--- src/rtl/riscv_exec_pkg.sv ---
// riscv_exec_pkg: shared constants for the execute/memory/writeback stage
package riscv_exec_pkg;
  localparam int XLEN = 32;
  localparam int EXE_FUN_W = 19;
  localparam int F_ADD = 18;
  localparam int F_SUB = 17;
  localparam int F_AND = 16;
  localparam int F_OR = 15;
  localparam int F_XOR = 14;
  localparam int F_SLL = 13;
  localparam int F_SRL = 12;
  localparam int F_SRA = 11;
  localparam int F_SLT = 10;
  localparam int F_SLTU = 9;
  localparam int F_BEQ = 8;
  localparam int F_BNE = 7;
  localparam int F_BGE = 6;
  localparam int F_BGEU = 5;
  localparam int F_BLT = 4;
  localparam int F_BLTU = 3;
  localparam int F_JALR = 2;
  localparam int F_COPY1 = 1;
  localparam int F_X = 0;
  localparam int WB_CSR = 0;
  localparam int WB_PC = 1;
  localparam int WB_MEM = 2;
  localparam logic [1:0] S_IDLE = 2'd0;
  localparam logic [1:0] S_REQ = 2'd1;
  localparam logic [1:0] S_WAIT = 2'd2;
endpackage

--- src/rtl/exec_alu.sv ---
// exec_alu: combinational ALU and branch comparator driven by a one-hot function vector
module exec_alu
  import riscv_exec_pkg::*;
#(
  parameter int XLEN = riscv_exec_pkg::XLEN,
  parameter int EXE_FUN_W = riscv_exec_pkg::EXE_FUN_W
) (
  input  logic [XLEN-1:0]      op1_i,
  input  logic [XLEN-1:0]      op2_i,
  input  logic [EXE_FUN_W-1:0] fun_i,
  output logic [XLEN-1:0]      result_o,
  output logic                 cond_o
);
  logic [4:0] sh;
  logic valid, eq, lt, ltu;
  logic [XLEN-1:0] sra_r, sum;
  assign sh = op2_i[4:0];
  // Anything other than exactly one set bit is treated as a no-op.
  assign valid = (fun_i != '0) && ((fun_i & (fun_i - EXE_FUN_W'(1))) == '0);
  assign eq = op1_i == op2_i;
  assign lt = $signed(op1_i) < $signed(op2_i);
  assign ltu = op1_i < op2_i;
  assign sra_r = $signed(op1_i) >>> sh;
  assign sum = op1_i + op2_i;
  always_comb begin
    result_o = !valid          ? '0 :
               fun_i[F_ADD]    ? sum :
               fun_i[F_SUB]    ? op1_i - op2_i :
               fun_i[F_AND]    ? op1_i & op2_i :
               fun_i[F_OR]     ? op1_i | op2_i :
               fun_i[F_XOR]    ? op1_i ^ op2_i :
               fun_i[F_SLL]    ? op1_i << sh :
               fun_i[F_SRL]    ? op1_i >> sh :
               fun_i[F_SRA]    ? sra_r :
               fun_i[F_SLT]    ? {{(XLEN-1){1'b0}}, lt} :
               fun_i[F_SLTU]   ? {{(XLEN-1){1'b0}}, ltu} :
               fun_i[F_JALR]   ? {sum[XLEN-1:1], 1'b0} :
               fun_i[F_COPY1]  ? op1_i : '0;
    cond_o = valid & ((fun_i[F_BEQ] & eq) | (fun_i[F_BNE] & !eq) |
                      (fun_i[F_BGE] & !lt) | (fun_i[F_BGEU] & !ltu) |
                      (fun_i[F_BLT] & lt) | (fun_i[F_BLTU] & ltu) | fun_i[F_JALR]);
  end
endmodule

--- src/rtl/exec_mem_wb.sv ---
// exec_mem_wb: single-issue execute, data-memory access and regfile writeback stage
module exec_mem_wb
  import riscv_exec_pkg::*;
#(
  parameter int XLEN = riscv_exec_pkg::XLEN,
  parameter int EXE_FUN_W = riscv_exec_pkg::EXE_FUN_W,
  parameter int WAIT_MAX = 255
) (
  input  logic                 clk,
  input  logic                 rst,
  input  logic                 id_valid,
  output logic                 id_ready,
  input  logic [XLEN-1:0]      pc_in,
  input  logic [XLEN-1:0]      op1_data,
  input  logic [XLEN-1:0]      op2_data,
  input  logic [XLEN-1:0]      st_data,
  input  logic [XLEN-1:0]      br_off,
  input  logic [4:0]           rd_in,
  input  logic                 rd_wen_in,
  input  logic [EXE_FUN_W-1:0] exe_fun,
  input  logic                 mem_we,
  input  logic                 mem_re,
  input  logic [2:0]           wb_sel,
  input  logic [XLEN-1:0]      csr_rdata,
  output logic                 dmem_req,
  output logic                 dmem_we,
  output logic [XLEN-1:0]      dmem_addr,
  output logic [XLEN-1:0]      dmem_wdata,
  input  logic                 dmem_gnt,
  input  logic                 dmem_rvalid,
  input  logic [XLEN-1:0]      dmem_rdata,
  output logic                 br_taken,
  output logic [XLEN-1:0]      br_target,
  output logic [4:0]           wb_addr,
  output logic                 wb_we,
  output logic [XLEN-1:0]      wb_data,
  output logic                 mem_err
);
  localparam int CW = $clog2(WAIT_MAX + 1);
  logic [1:0] state_q, state_d;
  logic [CW-1:0] cnt_q, cnt_d;
  logic [XLEN-1:0] addr_q, addr_d, wdata_q, wdata_d, br_target_q, br_target_d, wb_data_q, wb_data_d;
  logic [4:0] rd_q, rd_d, wb_addr_q, wb_addr_d;
  logic we_q, we_d, ld_wb_q, ld_wb_d, br_taken_q, br_taken_d, wb_we_q, wb_we_d, mem_err_q, mem_err_d;
  logic acc, rd_ok;
  logic [XLEN-1:0] alu_res;
  logic alu_cond;
  exec_alu #(.XLEN(XLEN), .EXE_FUN_W(EXE_FUN_W)) u_alu (
    .op1_i(op1_data),
    .op2_i(op2_data),
    .fun_i(exe_fun),
    .result_o(alu_res),
    .cond_o(alu_cond)
  );
  assign id_ready = state_q == S_IDLE;
  assign acc = id_valid && id_ready;
  assign rd_ok = rd_wen_in && (rd_in != 5'd0);
  always_comb begin
    state_d = state_q;
    cnt_d = cnt_q;
    addr_d = addr_q;
    wdata_d = wdata_q;
    we_d = we_q;
    rd_d = rd_q;
    ld_wb_d = ld_wb_q;
    br_taken_d = 1'b0;
    br_target_d = br_target_q;
    wb_we_d = 1'b0;
    wb_addr_d = wb_addr_q;
    wb_data_d = wb_data_q;
    mem_err_d = 1'b0;
    if (acc && (mem_we || mem_re)) begin
      state_d = S_REQ;
      addr_d = {alu_res[XLEN-1:2], 2'b00};
      wdata_d = st_data;
      we_d = mem_we;
      rd_d = rd_in;
      ld_wb_d = !mem_we && rd_ok;
    end else if (acc) begin
      br_taken_d = alu_cond;
      br_target_d = exe_fun[F_JALR] ? alu_res : pc_in + br_off;
      wb_we_d = rd_ok;
      wb_addr_d = rd_in;
      wb_data_d = wb_sel[WB_CSR] ? csr_rdata : wb_sel[WB_PC] ? pc_in + XLEN'(4) : alu_res;
    end
    if (state_q == S_REQ && dmem_gnt) begin
      state_d = S_WAIT;
      cnt_d = '0;
    end
    if (state_q == S_WAIT) begin
      cnt_d = cnt_q + CW'(1);
      if (dmem_rvalid) begin
        state_d = S_IDLE;
        wb_we_d = ld_wb_q;
        wb_addr_d = ld_wb_q ? rd_q : wb_addr_q;
        wb_data_d = ld_wb_q ? dmem_rdata : wb_data_q;
      end else if (cnt_q == CW'(WAIT_MAX - 1)) begin
        state_d = S_IDLE;
        mem_err_d = 1'b1;
      end
    end
  end
  always_ff @(posedge clk or posedge rst) begin
    if (rst) begin
      state_q <= S_IDLE;
      cnt_q <= '0;
      addr_q <= '0;
      wdata_q <= '0;
      we_q <= 1'b0;
      rd_q <= '0;
      ld_wb_q <= 1'b0;
      br_taken_q <= 1'b0;
      br_target_q <= '0;
      wb_we_q <= 1'b0;
      wb_addr_q <= '0;
      wb_data_q <= '0;
      mem_err_q <= 1'b0;
    end else begin
      state_q <= state_d;
      cnt_q <= cnt_d;
      addr_q <= addr_d;
      wdata_q <= wdata_d;
      we_q <= we_d;
      rd_q <= rd_d;
      ld_wb_q <= ld_wb_d;
      br_taken_q <= br_taken_d;
      br_target_q <= br_target_d;
      wb_we_q <= wb_we_d;
      wb_addr_q <= wb_addr_d;
      wb_data_q <= wb_data_d;
      mem_err_q <= mem_err_d;
    end
  end
  assign dmem_req = state_q == S_REQ;
  assign dmem_we = we_q;
  assign dmem_addr = addr_q;
  assign dmem_wdata = wdata_q;
  assign br_taken = br_taken_q;
  assign br_target = br_target_q;
  assign wb_we = wb_we_q;
  assign wb_addr = wb_addr_q;
  assign wb_data = wb_data_q;
  assign mem_err = mem_err_q;
endmodule

--- config.mk ---
export PLATFORM = sky130hd
export DESIGN_NAME = exec_mem_wb
export DESIGN_NICKNAME = d
export VERILOG_FILES = /design/src/rtl/riscv_exec_pkg.sv /design/src/rtl/exec_alu.sv /design/src/rtl/exec_mem_wb.sv
export SDC_FILE = /design/constraint.sdc
export NUM_CORES = 1
export LEC_CHECK = 0
export ABC_AREA = 1
export CAP_MARGIN = 40
export CORE_ASPECT_RATIO = 0.5
export CORE_UTILIZATION = 49
export CTS_CLUSTER_SIZE = 8
export DETAILED_ROUTE_END_ITERATION = 10
export PLACE_DENSITY = 0.83
export SYNTH_ARGS = -nofsm -noshare
export SYNTH_HDL_FRONTEND = slang
export SYNTH_SLANG_ARGS = --single-unit
--- constraint.sdc ---
create_clock -name clk -period 4.88 [get_ports clk]
set_input_delay 0.976 -clock clk [delete_from_list [all_inputs] [get_ports clk]]
set_output_delay 0.976 -clock clk [all_outputs]
set_load 0.005 [all_outputs]
==> results.yml <==
status:
  outcome: "completed"
hold_path:
  hp-class: "reg2reg"
die:
  die_y_um: 146
  core_region_area_um2: 40800
  initial_utilization_pct: 50.1
  fp.dieW_um: 291
  dieArea_um2: 42600
  std_cell_rows: 52
  io_pins: 398
detailed_routing:
  drt_wl_total_um: 105000
  ant_nets: 0
  wire_per_inst_um: 23.0
  drc: 0
  viasPerCell: 6.09
  drt_first_pass_iters: 6
  dr_total_vias: 27700
  drtIter0Drc: 4126
clock_network:
  insertion_delay_ns: 0.44
  clock-root-buffer: "clkbuf_16"
  clock_sinks: 151
  cts_tree: "yes"
  cts_buffers: 17
  cts_resized: 0
  cts_setup_buffers: 0
  clk_path_buf_depth: 2
  clk_pin_slew_worst_paths_ns: 0.07
  cts_hold_buffers: 0
  htree_levels: 4
worst_setup_path:
  required_ns: 5.22
  cpPeakStageDelay_ns: 0.53
  critPathKind: "in2reg"
  cp_slowest_cell: "clkdlybuf4s50_1"
  path_delay_family: "simple AND/OR/NAND/NOR gates"
  critPathArrivalTime_ns: 4.95
  path_cells: "clkdlybuf4s50_1 -> ha_1 -> inv_1 -> fa_1 -> o21ai_2 -> nand2_1 -> nand2_1 -> xor2_1 -> inv_1 -> o21ai_0 -> buf_4 -> nand2_1 -> nand3b_1 -> nand2_1 -> nand2_1 -> nand2_1 -> nand3_1 -> nand3_1 -> nand2_1 -> nand2_1 -> nand2_1 -> nand2_1"
  cpMostUsedCell: "nand2_1"
  end_kind: "register"
  worst-path-buf-inv: 4
  start_kind: "input pin"
  crit_fanout: 4
placement:
  place.gp.congestion: 1.10
  dp_cells: 4510
  place_hpwl_um: 82300
  portBuffers: 394
  dpl_cell_area_um2: 25800
yosys:
  ys_seq_elements: 151
  yosysWarnings: 0
  synthFlopType: "dfrtp_1"
  synth_compound_gate_area_share_pct: 22.3
  synth_area_leaders: "nand2_1 (23%), dfrtp_1 (18%), ha_1 (8.0%)"
  synthCells: 3568
  yosysMostFrequentCell: "nand2_1"
  syn_area_um2: 20400
  syn_avg_cell_area_um2: 5.73
  synthMuxAreaShare_pct: 0.740
  yosysTopAreaCell: "nand2_1"
  yosysSeqAreaShare_pct: 18.5
  yosysTopAreaCellShare_pct: 23.1
  synthArstFlopShare_pct: 100
  synth_adder_area_share_pct: 8.31
  yosys.area_share.simple_pct: 37.2
  yosys.area_share.xor_xnor_pct: 2.74
  synth_edf_count: 0
  yosysUniqueCellTypes: 67
  synth_top_family_by_area: "simple AND/OR/NAND/NOR gates"
  synth_top_cells_by_count: "nand2_1 (1260), inv_1 (327), a21oi_1 (308), nor2_1 (275), o21ai_0 (254)"
timing:
  setup_violations: 0
  period_share_pct: 94.5
  finalHoldViolations: 0
  holdWs_ns: 0.475
  setup-tns-final_ns: 0
  timing.fmax_mhz: 217
  slew_headroom_pct: 38.3
  period_needed_ns: 4.61
  tightest_slew_ns: 0.926
  rsz0062_at_grt: "no"
  slew_viol_final: 0
  finClkSkew_ns: 0.00838
finish:
  syn2layout_area_growth_pct: 29.2
  fillCellCount: 3728
  design_area_um2: 26400
  stdcell_count: 4546
  num-nets-final: 4382
  drive_gt1_share_pct: 7.20
grt:
  grt_pass1_wl_um: 153000
  grt_pass1_vias: 25600
  grt_max_degree: 89
  grt-ovfl-total: 0
  antenna_found_initial: 7
  grt_usage_pct: 47.3
flow_run:
  cap_viol_max_count: 0
pwr:
  cellPowerDensity_nw_per_um2: 303
  peakVddDrop_mv: 0.257
  p_leak_nw: 12.9
  power_w: 0.00800
registers in the layout, summed over array words and instances, names as in the netlist:
signal / cells
br_target: 32
dmem_wdata: 32
wb_data: 32
dmem_addr: 30
cnt_q: 8
rd_q: 5
wb_addr: 5
state_q: 2
br_taken: 1
dmem_we: 1
ld_wb_q: 1
mem_err: 1
wb_we: 1
cell type report:
| cell class | count | area, µm² | share of cell area (%) |
|---|---|---|---|
| antenna | 4 | 10.0 | 0.0379 |
| inverter | 343 | 1290 | 4.90 |
| clock buffer | 18 | 429 | 1.62 |
| sequential | 151 | 3780 | 14.3 |
| tap | 540 | 676 | 2.56 |
| clock inverter | 14 | 188 | 0.710 |
| multi-input combinational | 2891 | 14600 | 55.3 |
| timing repair buffer | 585 | 5440 | 20.6 |
cell families (layout without fill, tap and decap cells):
kind of cell             count (synthesis)  in the layout
AND/OR/NAND/NOR                       1862           1862
AO/OA/AOI/OAI                          814            814
buffers and inverters                  527            960
flip-flops                             151            151
adder cells (fa/ha/maj)                134            134
XOR/XNOR                                64             64
multiplexers                            15             15
other                                    1              6
where the power goes:
part           switching [W]  internal (W)  leakage [nW]  total (W)
Sequential          0.000363       0.00176          1.89    0.00212
Combinational        0.00253       0.00194          10.7    0.00447
Clock               0.000622      0.000780         0.295    0.00140
Total                0.00351       0.00449          12.9    0.00800
per-stage QoR:
stage	setup slack, ns	utilization, %
global route	0.192	64.8
floorplan	0.997	-
finish	0.270	64.8
global placement	0.142	63.0
detailed placement	0.0831	63.2
CTS	0.511	64.8
layer usage:
layer | global-route usage, % | routed length, µm | vias to the layer above
li1 | - | - | 12500
met3 | 16.0 | 15700 | 381
met2 | 70.0 | 42800 | 2000
met1 | 61.1 | 39900 | 12800
met5 | 0 | 39 | -
met4 | 24.3 | 6140 | 6
tightest hold or removal path: cells and delay by family (launching register included):
family,cells,cell delay [ns]
flops,1,0.34
simple gates,2,0.10
path summary, 6_finish.rpt:
path,startpoint,end,slack (ns),cells after the start
worst max-delay path,op1_data[0],wb_data[6],0.27,22
worst min-delay path,dmem_wdata[3],dmem_wdata[3],0.47,2
worst max register to register,state_q[1],wb_we,2.22,7
worst min register to register,dmem_wdata[3],dmem_wdata[3],0.47,2
max in group asynchronous,rst,br_target[30],2.91,4
min in group asynchronous,rst,dmem_wdata[0],0.88,2
layout by cell type, fill, tap and decap left out, drive strengths merged, types with 12 or more instances in the layout:
cell type,instances
nand2,1265
clkdlybuf4s50,390
inv,340
o21ai,339
a21oi,309
nor2,287
nand3,216
buf,195
dfrtp,151
ha,131
xor2,47
o211ai,42
nor3,27
nand4,24
a31oi,22
o21a,19
clkbuf,18
xnor2,17
o21bai,14
mux2i,14
or2,14
a221oi,13
nor4,13
clkinv,12
Note: power is estimated with default switching activity, not from simulation.
